===== config.mk =====
export PLATFORM = sky130hd
export DESIGN_NAME = dmem_arbiter_flat
export DESIGN_NICKNAME = d
export VERILOG_FILES = /design/src/rtl/dmem_arbiter_if.sv /design/src/rtl/dmem_arbiter.sv /design/src/flat_wrapper.sv
export SDC_FILE = /design/constraint.sdc
export NUM_CORES = 1
export LEC_CHECK = 0
export ABC_CLOCK_PERIOD_IN_PS = 3300
export CAP_MARGIN = 20
export CELL_PAD_IN_SITES_DETAIL_PLACEMENT = 1
export CELL_PAD_IN_SITES_GLOBAL_PLACEMENT = 2
export CORE_ASPECT_RATIO = 0.7
export CORE_MARGIN = 2
export CORE_UTILIZATION = 18
export CTS_CLUSTER_DIAMETER = 100
export DETAILED_ROUTE_END_ITERATION = 16
export PLACE_DENSITY = 0.9
export SLEW_MARGIN = 20
export SYNTH_ARGS = -nofsm -noshare
export SYNTH_HDL_FRONTEND = slang
export SYNTH_SLANG_ARGS = --single-unit

===== constraint.sdc =====
create_clock -name clk -period 3.3 [get_ports clk]
set_input_delay 0.825 -clock clk [delete_from_list [all_inputs] [get_ports clk]]
set_output_delay 0.825 -clock clk [all_outputs]
set_load 0.02 [all_outputs]

===== src/rtl/dmem_arbiter_if.sv =====
// Bundle of the core, debug and memory-side signals around the data memory arbiter.
// slave = arbiter view, master = surrounding system (requesters plus memory).
interface dmem_arbiter_if #(
    parameter int ADDR_W = 32,
    parameter int DATA_W = 32
);
    logic                core_req;
    logic                core_we;
    logic [ADDR_W-1:0]   core_addr;
    logic [DATA_W-1:0]   core_wdata;
    logic [DATA_W/8-1:0] core_mask;
    logic                core_gnt;
    logic                core_stall;
    logic                core_rvalid;
    logic [DATA_W-1:0]   core_rdata;

    logic                dbg_req;
    logic                dbg_we;
    logic [ADDR_W-1:0]   dbg_addr;
    logic [DATA_W-1:0]   dbg_wdata;
    logic [DATA_W/8-1:0] dbg_mask;
    logic                dbg_gnt;
    logic                dbg_rvalid;
    logic [DATA_W-1:0]   dbg_rdata;

    logic                mem_en;
    logic                mem_we;
    logic [ADDR_W-1:0]   mem_addr;
    logic [DATA_W-1:0]   mem_wdata;
    logic [DATA_W/8-1:0] mem_mask;
    logic [DATA_W-1:0]   mem_rdata;

    modport slave (
        input  core_req, core_we, core_addr, core_wdata, core_mask,
        output core_gnt, core_stall, core_rvalid, core_rdata,
        input  dbg_req, dbg_we, dbg_addr, dbg_wdata, dbg_mask,
        output dbg_gnt, dbg_rvalid, dbg_rdata,
        output mem_en, mem_we, mem_addr, mem_wdata, mem_mask,
        input  mem_rdata
    );

    modport master (
        output core_req, core_we, core_addr, core_wdata, core_mask,
        input  core_gnt, core_stall, core_rvalid, core_rdata,
        output dbg_req, dbg_we, dbg_addr, dbg_wdata, dbg_mask,
        input  dbg_gnt, dbg_rvalid, dbg_rdata,
        input  mem_en, mem_we, mem_addr, mem_wdata, mem_mask,
        output mem_rdata
    );
endinterface


===== src/rtl/dmem_arbiter.sv =====
// Per-cycle arbiter sharing a single-port, 1-cycle-latency data memory between the core
// (fixed priority) and a debug/loader port that is guaranteed service after MAX_WAIT refusals.
module dmem_arbiter #(
    parameter int ADDR_W   = 32,
    parameter int DATA_W   = 32,
    parameter int MAX_WAIT = 4
) (
    input  logic          clk,
    input  logic          rst,
    dmem_arbiter_if.slave bus
);
    localparam int CNT_W = $clog2(MAX_WAIT + 1);
    localparam logic [CNT_W-1:0] WAIT_MAX = CNT_W'(MAX_WAIT);

    logic [CNT_W-1:0]  wait_cnt;
    logic              rd_pend;
    logic              rd_owner_dbg;
    logic [DATA_W-1:0] core_hold;
    logic [DATA_W-1:0] dbg_hold;
    logic              core_gnt;
    logic              dbg_gnt;
    logic              dbg_pri;

    // No grant is ever issued while held in reset, even with requests pending.
    always_comb begin
        core_gnt = 1'b0;
        dbg_gnt  = 1'b0;
        dbg_pri  = (wait_cnt == WAIT_MAX);
        if (rst) begin
            if (dbg_pri && bus.dbg_req) begin
                dbg_gnt = 1'b1;
            end else if (bus.core_req) begin
                core_gnt = 1'b1;
            end else if (bus.dbg_req) begin
                dbg_gnt = 1'b1;
            end
        end
    end

    always_comb begin
        bus.mem_en    = core_gnt | dbg_gnt;
        bus.mem_we    = 1'b0;
        bus.mem_addr  = '0;
        bus.mem_wdata = '0;
        bus.mem_mask  = '0;
        if (core_gnt) begin
            bus.mem_we    = bus.core_we;
            bus.mem_addr  = bus.core_addr;
            bus.mem_wdata = bus.core_wdata;
            bus.mem_mask  = bus.core_mask;
        end else if (dbg_gnt) begin
            bus.mem_we    = bus.dbg_we;
            bus.mem_addr  = bus.dbg_addr;
            bus.mem_wdata = bus.dbg_wdata;
            bus.mem_mask  = bus.dbg_mask;
        end
    end

    assign bus.core_gnt   = core_gnt;
    assign bus.dbg_gnt    = dbg_gnt;
    assign bus.core_stall = bus.core_req & ~core_gnt;

    always_ff @(posedge clk or negedge rst) begin
        if (!rst) begin
            wait_cnt <= '0;
        end else if (dbg_gnt) begin
            wait_cnt <= '0;
        end else if (bus.dbg_req) begin
            if (wait_cnt != WAIT_MAX) begin
                wait_cnt <= wait_cnt + CNT_W'(1);
            end
        end else begin
            wait_cnt <= '0;
        end
    end

    // A read granted in the same cycle as a returning read keeps rd_pend set.
    always_ff @(posedge clk or negedge rst) begin
        if (!rst) begin
            rd_pend      <= 1'b0;
            rd_owner_dbg <= 1'b0;
        end else begin
            rd_pend <= bus.mem_en & ~bus.mem_we;
            if (bus.mem_en && !bus.mem_we) begin
                rd_owner_dbg <= dbg_gnt;
            end
        end
    end

    always_ff @(posedge clk or negedge rst) begin
        if (!rst) begin
            core_hold <= '0;
            dbg_hold  <= '0;
        end else if (rd_pend) begin
            if (rd_owner_dbg) begin
                dbg_hold <= bus.mem_rdata;
            end else begin
                core_hold <= bus.mem_rdata;
            end
        end
    end

    // Return data passes straight through in the valid cycle; otherwise the last value is held.
    assign bus.core_rvalid = rd_pend & ~rd_owner_dbg;
    assign bus.dbg_rvalid  = rd_pend & rd_owner_dbg;
    assign bus.core_rdata  = bus.core_rvalid ? bus.mem_rdata : core_hold;
    assign bus.dbg_rdata   = bus.dbg_rvalid ? bus.mem_rdata : dbg_hold;
endmodule


===== src/flat_wrapper.sv =====
// flat-port wrapper written by rule: the top's interface ports become plain ports
module dmem_arbiter_flat 
#(
    parameter int ADDR_W   = 32,
    parameter int DATA_W   = 32,
    parameter int MAX_WAIT = 4
)
  (clk, rst, bus_core_req, bus_core_we, bus_core_addr, bus_core_wdata, bus_core_mask, bus_core_gnt, bus_core_stall, bus_core_rvalid, bus_core_rdata, bus_dbg_req, bus_dbg_we, bus_dbg_addr, bus_dbg_wdata, bus_dbg_mask, bus_dbg_gnt, bus_dbg_rvalid, bus_dbg_rdata, bus_mem_en, bus_mem_we, bus_mem_addr, bus_mem_wdata, bus_mem_mask, bus_mem_rdata);
  dmem_arbiter_if #(.ADDR_W(ADDR_W), .DATA_W(DATA_W)) bus_i ();
  input  logic clk;
  input  logic rst;
  input wire logic [$bits(bus_i.core_req)-1:0] bus_core_req;
  input wire logic [$bits(bus_i.core_we)-1:0] bus_core_we;
  input wire logic [$bits(bus_i.core_addr)-1:0] bus_core_addr;
  input wire logic [$bits(bus_i.core_wdata)-1:0] bus_core_wdata;
  input wire logic [$bits(bus_i.core_mask)-1:0] bus_core_mask;
  output wire logic [$bits(bus_i.core_gnt)-1:0] bus_core_gnt;
  output wire logic [$bits(bus_i.core_stall)-1:0] bus_core_stall;
  output wire logic [$bits(bus_i.core_rvalid)-1:0] bus_core_rvalid;
  output wire logic [$bits(bus_i.core_rdata)-1:0] bus_core_rdata;
  input wire logic [$bits(bus_i.dbg_req)-1:0] bus_dbg_req;
  input wire logic [$bits(bus_i.dbg_we)-1:0] bus_dbg_we;
  input wire logic [$bits(bus_i.dbg_addr)-1:0] bus_dbg_addr;
  input wire logic [$bits(bus_i.dbg_wdata)-1:0] bus_dbg_wdata;
  input wire logic [$bits(bus_i.dbg_mask)-1:0] bus_dbg_mask;
  output wire logic [$bits(bus_i.dbg_gnt)-1:0] bus_dbg_gnt;
  output wire logic [$bits(bus_i.dbg_rvalid)-1:0] bus_dbg_rvalid;
  output wire logic [$bits(bus_i.dbg_rdata)-1:0] bus_dbg_rdata;
  output wire logic [$bits(bus_i.mem_en)-1:0] bus_mem_en;
  output wire logic [$bits(bus_i.mem_we)-1:0] bus_mem_we;
  output wire logic [$bits(bus_i.mem_addr)-1:0] bus_mem_addr;
  output wire logic [$bits(bus_i.mem_wdata)-1:0] bus_mem_wdata;
  output wire logic [$bits(bus_i.mem_mask)-1:0] bus_mem_mask;
  input wire logic [$bits(bus_i.mem_rdata)-1:0] bus_mem_rdata;
  assign bus_i.core_req = bus_core_req;
  assign bus_i.core_we = bus_core_we;
  assign bus_i.core_addr = bus_core_addr;
  assign bus_i.core_wdata = bus_core_wdata;
  assign bus_i.core_mask = bus_core_mask;
  assign bus_core_gnt = bus_i.core_gnt;
  assign bus_core_stall = bus_i.core_stall;
  assign bus_core_rvalid = bus_i.core_rvalid;
  assign bus_core_rdata = bus_i.core_rdata;
  assign bus_i.dbg_req = bus_dbg_req;
  assign bus_i.dbg_we = bus_dbg_we;
  assign bus_i.dbg_addr = bus_dbg_addr;
  assign bus_i.dbg_wdata = bus_dbg_wdata;
  assign bus_i.dbg_mask = bus_dbg_mask;
  assign bus_dbg_gnt = bus_i.dbg_gnt;
  assign bus_dbg_rvalid = bus_i.dbg_rvalid;
  assign bus_dbg_rdata = bus_i.dbg_rdata;
  assign bus_mem_en = bus_i.mem_en;
  assign bus_mem_we = bus_i.mem_we;
  assign bus_mem_addr = bus_i.mem_addr;
  assign bus_mem_wdata = bus_i.mem_wdata;
  assign bus_mem_mask = bus_i.mem_mask;
  assign bus_i.mem_rdata = bus_mem_rdata;
  dmem_arbiter #(.ADDR_W(ADDR_W), .DATA_W(DATA_W), .MAX_WAIT(MAX_WAIT)) u_core (.clk(clk), .rst(rst), .bus(bus_i));
endmodule

=== Yosys cells after proc, flatten, opt, wreduce, memory -nomap -nowiden ===
Index checks and enable logic that the tools add are counted.

* Bits in registers: 69
* Latch bits: 0
* Bits in writable memories: 0
* Memory bits (read-only): 0
* Bits of input ports: 174
* Output and inout bits: 139
* Logic and storage cells: 42
* Memories kept: 0

* $add $sub $neg: 1
* $mul: 0
* Div/mod/pow operators: 0
* Order comparisons: 0
* Equal/unequal tests: 3
* Shift operators: 0
* Multiplexer cells: 20
* Bitwise gates (word level): 8
* Reduce and logical (&&, ||, !) cells: 5

{| class="wikitable"
|+ Operators with widths
! cell !! number
|-
| 32-bit 2-to-1 mux || 6
|-
| 1-bit 2-to-1 mux || 9
|-
| 3-bit 2-to-1 mux || 3
|-
| 4-bit 2-to-1 mux || 2
|-
| 1-bit AND || 4
|-
| 2-bit AND reduction || 2
|-
| 3-bit by 1-bit adder with 3-bit output (second input constant) || 1
|-
| 3-bit == test (second input constant) || 1
|-
| 3-bit by 1-bit != test with 1-bit output (second input constant) || 1
|-
| 3-bit != test (second input constant) || 1
|-
| 1-bit NOT || 3
|-
| 1-bit logical AND || 2
|-
| 1-bit logical NOT || 1
|-
| 1-bit OR || 1
|}

=== Logic depth before layout (Yosys ltp) ===
Gate-level depths: netlist of run 1.

* Depth in word-level cells: 8
* Depth in mapped cells: 7
* Gate-level depth less buffers: 6

=== Worst setup path before layout of run 1 ===
Ideal clock, no wire load.

* Kind: in2out
* From: input port bus_dbg_req
* To: output port bus_mem_mask[0]
* Data arrival time: 1.602 ns
* Required time: 2.475 ns
* Setup slack: 0.873 ns
* Cell stages on the path: 5
* Path buffers: 2
* Cell sequence: nand3_1 and3_1 buf_6 buf_6 a22o_1

* Elaborated cells on any way between the ends: 9
* Classes of those cells: mux: 8; reduce/logical: 1

{| class="wikitable"
|+ RTL lines
! element !! line !! source
|-
| from (decl) || flat_wrapper.sv:21 || <nowiki>input wire logic [$bits(bus_i.dbg_req)-1:0] bus_dbg_req;</nowiki>
|-
| 1-bit logical AND || dmem_arbiter.sv:30 || <nowiki>if (dbg_pri && bus.dbg_req) begin</nowiki>
|-
| 1-bit 2-to-1 mux || dmem_arbiter.sv:30 ||
|-
| 1-bit 2-to-1 mux || dmem_arbiter.sv:29 || <nowiki>if (rst) begin</nowiki>
|-
| named net bus_core_gnt || flat_wrapper.sv:17 || <nowiki>output wire logic [$bits(bus_i.core_gnt)-1:0] bus_core_gnt;</nowiki>
|-
| 4-bit 2-to-1 mux || dmem_arbiter.sv:46 || <nowiki>if (core_gnt) begin</nowiki>
|-
| to (decl) || flat_wrapper.sv:33 || <nowiki>output wire logic [$bits(bus_i.mem_mask)-1:0] bus_mem_mask;</nowiki>
|}

The timed path passes the listed nets, and every way through them passes these cells.

=== Worst setup path after layout of run 1 ===
* From: input port bus_dbg_req
* To: output port bus_core_gnt

* Word-level cells in the longest chain between the ends: 3

{| class="wikitable"
|+ RTL lines
! element !! line
|-
| 1-bit logical AND || dmem_arbiter.sv:30
|-
| 1-bit 2-to-1 mux || dmem_arbiter.sv:30
|-
| 1-bit 2-to-1 mux || dmem_arbiter.sv:29
|-
| to (decl) || flat_wrapper.sv:17
|}

No other way between the ends.

==> impl_results.md, run 1 <==
* Netlist cell types at 23
* Area grow syn2layout at 106%
* Die W at 169 um
* Rows at between 40 and 50
* TritonCTS clock tree: yes
* Sw Pwr at about 0.0013 W
* Clock sink count at 69
* Hold WC Path Type: in2async
* CTS Buffer Depth at 2
* Final hold slack at 0.294 ns
* Routed len/inst at 19.2 um
* Register Area at 1730 sq um
* Post-CTS resize count at 76
* Nets at 746
* Relative slew margins at 0.419
* Post-synthesis area per instance at around 14 sq um
* Area of the multi-input gates at 1500 sq um
* Inserted Clock Buffers at 9
* CP startpoint kind: primary input
* Total Die Area at 20,300 sq um
* Clock slew at reported path FFs at 0.06 ns
* Synth top area share at 0.501
* DRC Markers at 0
* Clock share of power at 0.255
* Vias in the first global route at 3,822
* # IOs at 313
* WP data required at 2.47 ns
* Lkg Pwr at roughly 3.1 nW
* P_int at around 0.0026 W
* Synth area leaders: dfrtp_1, mux2_2, a22o_1, buf_6, buf_2
* Maximum vdd drop at 270 uV
* Violation count after the first detailed-route iteration at 167
* Cells after synthesis at 255
* Largest net degree at the start of global routing at 70
* Main synth FF type: dfrtp_1
* Skew final at between 0.006 and 0.007 ns
* Asr flop ratio synth at 1.00
* Total length of routed wires at roughly 16,000 um
* EDFF count, synth at 0
* Post-route clock period utilization at 0.966
* Die Y at 120 um
* Fin. Hold Viols at 0
* Leading cell types by count after synthesis: a22o_1, dfrtp_1, mux2_2
* Worst-Skew Late Latency at approximately 0.33 ns
* WS Path Type: in2out
* Max_cap viols at 0
* First-pass GRT wire length at approximately 23,000 um
* Via count at 3,508
* Actual slew at the worst max-slew pin at just under 0.9 ns
* CP arrival at 2.36 ns
* Global route total overflow at 0
* Area leader, netlist: dfrtp_1
* H-tree depth at 3
* N_diodes at 0
* Flops & latches, synth at 69
* Final min period at 3.19 ns
* Critical-path maximum fanout at 13
* Power Density at 546 nW/um^2
* Total setup buffers inserted after CTS at 0
* Crit path capture type: primary output
* Switch share at 0.327
* Core ar. at 18,800 sq um
* Placed insts at 801
* R2r setup slk at ~1.7 ns
* Via-to-Cell Ratio at 4.29
* Layout fillers at 2,049
* Slew Limit Fails at 0
* RSZ-0062 raised after global routing: false
* Post-Layout Cell Count at slightly above 800
* Initial antenna violation count at 0
* DR pass1 iterations at 4
* Sequential share of the synthesized area at 0.501
* Fmax at 314 MHz
* Hold Buf Count CTS at 0
* Antenna Violating Nets Remaining at 0
* Net count after synthesis at 431
* GPL Wtd Cong at 0.732
* Layout cell share with drive strength beyond 1 at 0.177
* DPL Wire Length at ~13,000 um
* Starting Density at 0.183
* Ys Warns at 0
* Endpoints failing setup at 0
* Port Buf Inserts at 312
* GRT Util Overall at 0.151
* Synth Cell Area at approximately 3400 sq um
* Status: complete, no violations
* Comb pwr share at 0.444
* Flop pwr share at 0.301
* Clk root buf: clkbuf_16
## kinds of logic (layout without fill, tap and decap cells)
family | Yosys count | in the layout | share of synthesized area
AO/OA/AOI/OAI | 76 | 76 | 0.190
flip-flops | 69 | 69 | 0.501
multiplexers | 64 | 64 | 0.209
buffers and inverters | 28 | 348 | 0.0686
AND/OR/NAND/NOR | 16 | 16 | 0.0239
adder cells (fa/ha/maj) | 2 | 2 | 0.00726
## final timing paths
check | to | start | cells past startpoint
worst min-delay path | u_core.wait_cnt[2]$_DFFE_PN0P_ | rst | 1
worst max register to register | u_core.wait_cnt[2]$_DFFE_PN0P_ | u_core.wait_cnt[0]$_DFFE_PN0P_ | 7
worst min register to register | u_core.dbg_hold[29]$_DFFE_PN0P_ | u_core.dbg_hold[29]$_DFFE_PN0P_ | 1
worst max-delay path | bus_core_gnt | bus_dbg_req | 5
max in group asynchronous | u_core.core_hold[21]$_DFFE_PN0P_ | rst | 2
min in group clk | u_core.dbg_hold[29]$_DFFE_PN0P_ | u_core.dbg_hold[29]$_DFFE_PN0P_ | 1
## state kept, by name, indices dropped and copies added (netlist names)
signal / cells
u_core.core_hold: 32
u_core.dbg_hold: 32
u_core.rd_owner_dbg: 1
u_core.rd_pend: 1
u_core.wait_cnt: 3
## layout by cell type (no fill, tap or decap), types with 5 or more instances in the layout
master / synthesis / final
a22o_1: 69 / 69
buf_12: 0 / 6
buf_4: 2 / 9
clkbuf_16: 0 / 9
clkdlybuf4s50_1: 0 / 238
dfrtp_1: 69 / 69
dlygate4sd2_1: 0 / 66
inv_1: 5 / 5
mux2_2: 64 / 64
## power groups by stage
| stage | clock network, W | registers, W | logic, W |
|---|---|---|---|
| 2_1_floorplan | 0 | 0.00115 | 0.000842 |
| 5_1_grt | 0.00107 | 0.00119 | 0.00182 |
| 3_3_place_gp | 0 | 0.00116 | 0.00174 |
| 3_5_place_dp | 0 | 0.00118 | 0.00178 |
| 4_1_cts | 0.00103 | 0.00117 | 0.00175 |
| 6_report | 0.000987 | 0.00116 | 0.00172 |
## area by class of cell
cell class / count / area share
repair buffers: 326 / 0.455
flip-flops and latches: 69 / 0.243
multi-input cells: 158 / 0.212
well taps: 242 / 0.0427
clock buffers: 9 / 0.0318
clock inverters: 7 / 0.0116
inverters: 6 / 0.00388
## stage by stage
stage	util	power, W	setup slack (ns)	cell area [sq um]	setup TNS, ns
after floorplan	-	0.00199	0.873	3450	0
after global placement	0.364	0.00290	-0.298	6850	-15.35
after detailed placement	0.364	0.00296	-0.342	6850	-19.00
after CTS	0.377	0.00394	0.000491	7080	0
after global routing	0.377	0.00408	0.0422	7090	0
final	0.377	0.00387	0.112	7090	0
## metal layers
layer | up-vias | wire length (um) | track usage
li1 | 1605 | - | -
met1 | 1767 | 6840 | 0.200
met2 | 120 | 7990 | 0.257
met3 | 16 | 684 | 0.0317
met4 | 0 | 165 | 0.0310
met5 | - | 0 | 0
## worst max-delay path, stage by stage
cell and delay, ns:
dlygate4sd2_1 0.28, nand3_1 0.12, and3_4 0.26, buf_4 0.22
clkdlybuf4s50_1 0.65
No activity file was read; power rests on OpenSTA's default activity.
==> run 2, diff against run 1 <==
--- a/config.mk
+++ b/config.mk
@@ -5,17 +5,16 @@
 export SDC_FILE = /design/constraint.sdc
 export NUM_CORES = 1
 export LEC_CHECK = 0
-export ABC_CLOCK_PERIOD_IN_PS = 3300
+export ABC_CLOCK_PERIOD_IN_PS = 3440
 export CAP_MARGIN = 20
 export CELL_PAD_IN_SITES_DETAIL_PLACEMENT = 1
 export CELL_PAD_IN_SITES_GLOBAL_PLACEMENT = 2
 export CORE_ASPECT_RATIO = 0.7
 export CORE_MARGIN = 2
-export CORE_UTILIZATION = 18
+export CORE_UTILIZATION = 17
 export CTS_CLUSTER_DIAMETER = 100
 export DETAILED_ROUTE_END_ITERATION = 16
-export PLACE_DENSITY = 0.9
-export SLEW_MARGIN = 20
+export PLACE_DENSITY = 0.86
 export SYNTH_ARGS = -nofsm -noshare
 export SYNTH_HDL_FRONTEND = slang
 export SYNTH_SLANG_ARGS = --single-unit
==> constraint.sdc (replaced) <==
create_clock -name clk -period 3.44 [get_ports clk]
set_input_delay 0.86 -clock clk [delete_from_list [all_inputs] [get_ports clk]]
set_output_delay 0.86 -clock clk [all_outputs]
set_load 0.02 [all_outputs]
==> run 2 against run 1 <==
- sequential share of layout area down 0.28 points
- sequential cell count unchanged
- final area increased by 1.1%
- combinational power is 3% lower
- wire length up 0.30%
- non-clock buffer count increased by 2
- register-to-register slack improved by 0.20 ns
- clock power increased by 4%
- largest cell class unchanged
- highest routed layer unchanged
==> impl_results.md, run 2 (synthesis results as in run 1) <==
* Endpoints failing setup at 0 (unchanged)
* # IOs at 313 (unchanged)
* Most common cell after layout, fill and taps aside: clkdlybuf4s50_1
* Fmax at 297 MHz
* Lkg Pwr at 3.16 nW (+0.60%)
* Inserted Clock Buffers at 9 (unchanged)
* Clock share of power at 0.270 (+0.015)
* Status: complete, no violations
* Die W at 174 um (+2.8%)
* Antenna Violating Nets Remaining at 0 (unchanged)
* Critical-path maximum fanout at 32 (+19)
* Port Buf Inserts at 312 (unchanged)
* Util after Layout at 0.361 (-0.0156)
* Largest net degree at the start of global routing at 74 (+5.7%)
* Skew final at 0.00478 ns (-0.00171 ns)
* First-pass GRT wire length at 23,000 um (-1.9%)
* Clock sink count at 69 (unchanged)
* Top Registers: u_core.core_hold (32), u_core.dbg_hold (32), u_core.wait_cnt (3)
* H-tree depth at 3 (unchanged)
* Total length of routed wires at 15,700 um (+0.30%)
* Post-CTS resize count at 74 (-2.6%)
* Hold Startpoint: u_core.dbg_hold[30]$_DFFE_PN0P_
* Relative slew margins at 0.376 (-0.0428)
* Area grow syn2layout at 108%
* Rows at 43 (+2.4%)
* TritonCTS clock tree: yes
* CP arrival at 2.51 ns (+0.15 ns)
* Post-Layout Cell Count at 847 (+3.7%)
* Max_cap viols at 0 (unchanged)
* Global route total overflow at 0 (unchanged)
* DR pass1 iterations at 4 (unchanged)
* Comb pwr share at 0.437 (-0.007)
* Hold WC Path Type: reg2reg
* Worst-Skew Late Latency at 0.33 ns (about the same)
* Pre-CTS WS at -0.230 ns (+0.112 ns)
* Sw Pwr at 0.00120 W (-5.4%)
* CTS Buffer Depth at 2 (unchanged)
* RSZ-0062 raised after global routing: false
* Final min period at 3.37 ns
* Starting Density at 0.174 (-0.00960)
* WS Path Type: in2out
* Total setup buffers inserted after CTS at 0 (unchanged)
* GRT Util Overall at 0.139 (-0.0127)
* Routed len/inst at 18.6 um (-3.3%)
* Clock slew at reported path FFs at 0.05 ns (about the same)
* P_int at 0.00260 W (about the same)
* Actual slew at the worst max-slew pin at 0.936 ns (+0.0642 ns)
* Via count at 3,450 (-1.7%)
* DPL Wire Length at 12,700 um (-1.0%)
* Clk root buf: clkbuf_16
* Placed insts at 831 (+3.7%)
* DRC Markers at 0 (unchanged)
* Post-route clock period utilization at 0.979
* Vias in the first global route at 3,792 (-0.78%)
* Nets at 748 (+0.27%)
* Violation count after the first detailed-route iteration at 151 (-9.6%)
* GPL Wtd Cong at 0.768 (+4.8%)
* Maximum vdd drop at 218 uV (-19%)
* PnR worst setup slack at 0.0719 ns (-0.0398 ns)
* Crit path launch: bus_core_req
* Total Die Area at 21,500 sq um (+5.7%)
* Core ar. at 19,900 sq um (+5.5%)
* Flop pwr share at 0.293 (-0.008)
* Die Y at 123 um (+2.8%)
* Fin. Hold Viols at 0 (unchanged)
* Hold Buf Count CTS at 0 (unchanged)
* Layout cell share with drive strength beyond 1 at 0.180 (+0.00285)
* Worst R2R Start: u_core.rd_owner_dbg$_DFFE_PN0P_
* CP startpoint kind: primary input
* N_diodes at 0 (unchanged)
* Commonest cells after routing, fill and taps aside: clkdlybuf4s50_1, a22o_1, dfrtp_1, dlygate4sd2_1, mux2_2
* Via-to-Cell Ratio at 4.07 (-5.1%)
* Power Density at 530 nW/um^2 (-2.9%)
* WP data required at 2.58 ns (+0.11 ns)
* Initial antenna violation count at 0 (unchanged)
* Crit path capture type: primary output
* Final hold slack at 0.495 ns (+0.201 ns)
* Slew Limit Fails at 0 (unchanged)
* Switch share at 0.315 (-0.0121)
==> run 2: path summary, 6_finish.rpt <==
| kind | cells after the start | slack (ns) | to |
|---|---|---|---|
| min | 1 | 0.49 | u_core.dbg_hold[30]$_DFFE_PN0P_ |
| min reg2reg | 1 | 0.49 | u_core.dbg_hold[30]$_DFFE_PN0P_ |
| max in group asynchronous | 2 | 2.04 | u_core.dbg_hold[7]$_DFFE_PN0P_ |
| max | 5 | 0.07 | bus_dbg_gnt |
| max reg2reg | 3 | 1.94 | u_core.dbg_hold[25]$_DFFE_PN0P_ |
| min in group asynchronous | 2 | 0.78 | u_core.wait_cnt[0]$_DFFE_PN0P_ |
==> run 2: stage by stage <==
stage | power [W] | TNS [ns] | instance area, sq um
floorplan | 0.00191 | 0 | 3450
global placement | 0.00280 | -10.81 | 6910
detailed placement | 0.00285 | -12.57 | 6910
CTS | 0.00388 | 0 | 7170
global route | 0.00400 | 0 | 7170
finish | 0.00380 | 0 | 7170
==> run 2: critical path: stages <==
cell and delay, ns:
clkdlybuf4s50_1 0.50, a21o_2 0.26, clkinv_4 0.07, buf_12 0.17, clkdlybuf4s50_1 0.63
==> run 2: power by group through the flow <==
stage / sequential, W / clock (W) / combinational (W)
2_1_floorplan: 0.00110 / 0 / 0.000808
3_3_place_gp: 0.00111 / 0 / 0.00168
3_5_place_dp: 0.00113 / 0 / 0.00172
4_1_cts: 0.00111 / 0.00107 / 0.00169
5_1_grt: 0.00114 / 0.00110 / 0.00176
6_report: 0.00111 / 0.00103 / 0.00166
==> run 2: area by class of cell <==
| cell class | count | area [sq um] |
|---|---|---|
| fill | 2167 | 12700 |
| sequential | 69 | 1730 |
| clock inverter | 5 | 81.3 |
| timing repair buffer | 328 | 3250 |
| multi-input combinational | 158 | 1500 |
| tap | 270 | 338 |
| inverter | 6 | 27.5 |
| clock buffer | 11 | 253 |
==> run 2: routing by layer <==
layer,GRT usage,vias up,routed length (um)
met5,0,-,0
met4,0.0252,0,108
met3,0.0387,10,940
met2,0.229,125,7760
met1,0.183,1713,6920
li1,-,1602,-
==> run 3, diff against run 2 <==
--- a/config.mk
+++ b/config.mk
@@ -6,7 +6,6 @@
 export NUM_CORES = 1
 export LEC_CHECK = 0
 export ABC_CLOCK_PERIOD_IN_PS = 3440
-export CAP_MARGIN = 20
 export CELL_PAD_IN_SITES_DETAIL_PLACEMENT = 1
 export CELL_PAD_IN_SITES_GLOBAL_PLACEMENT = 2
 export CORE_ASPECT_RATIO = 0.7
==> results of run 3 <==
Same layout as run 2: the final DEF is identical, and so are final timing and power.
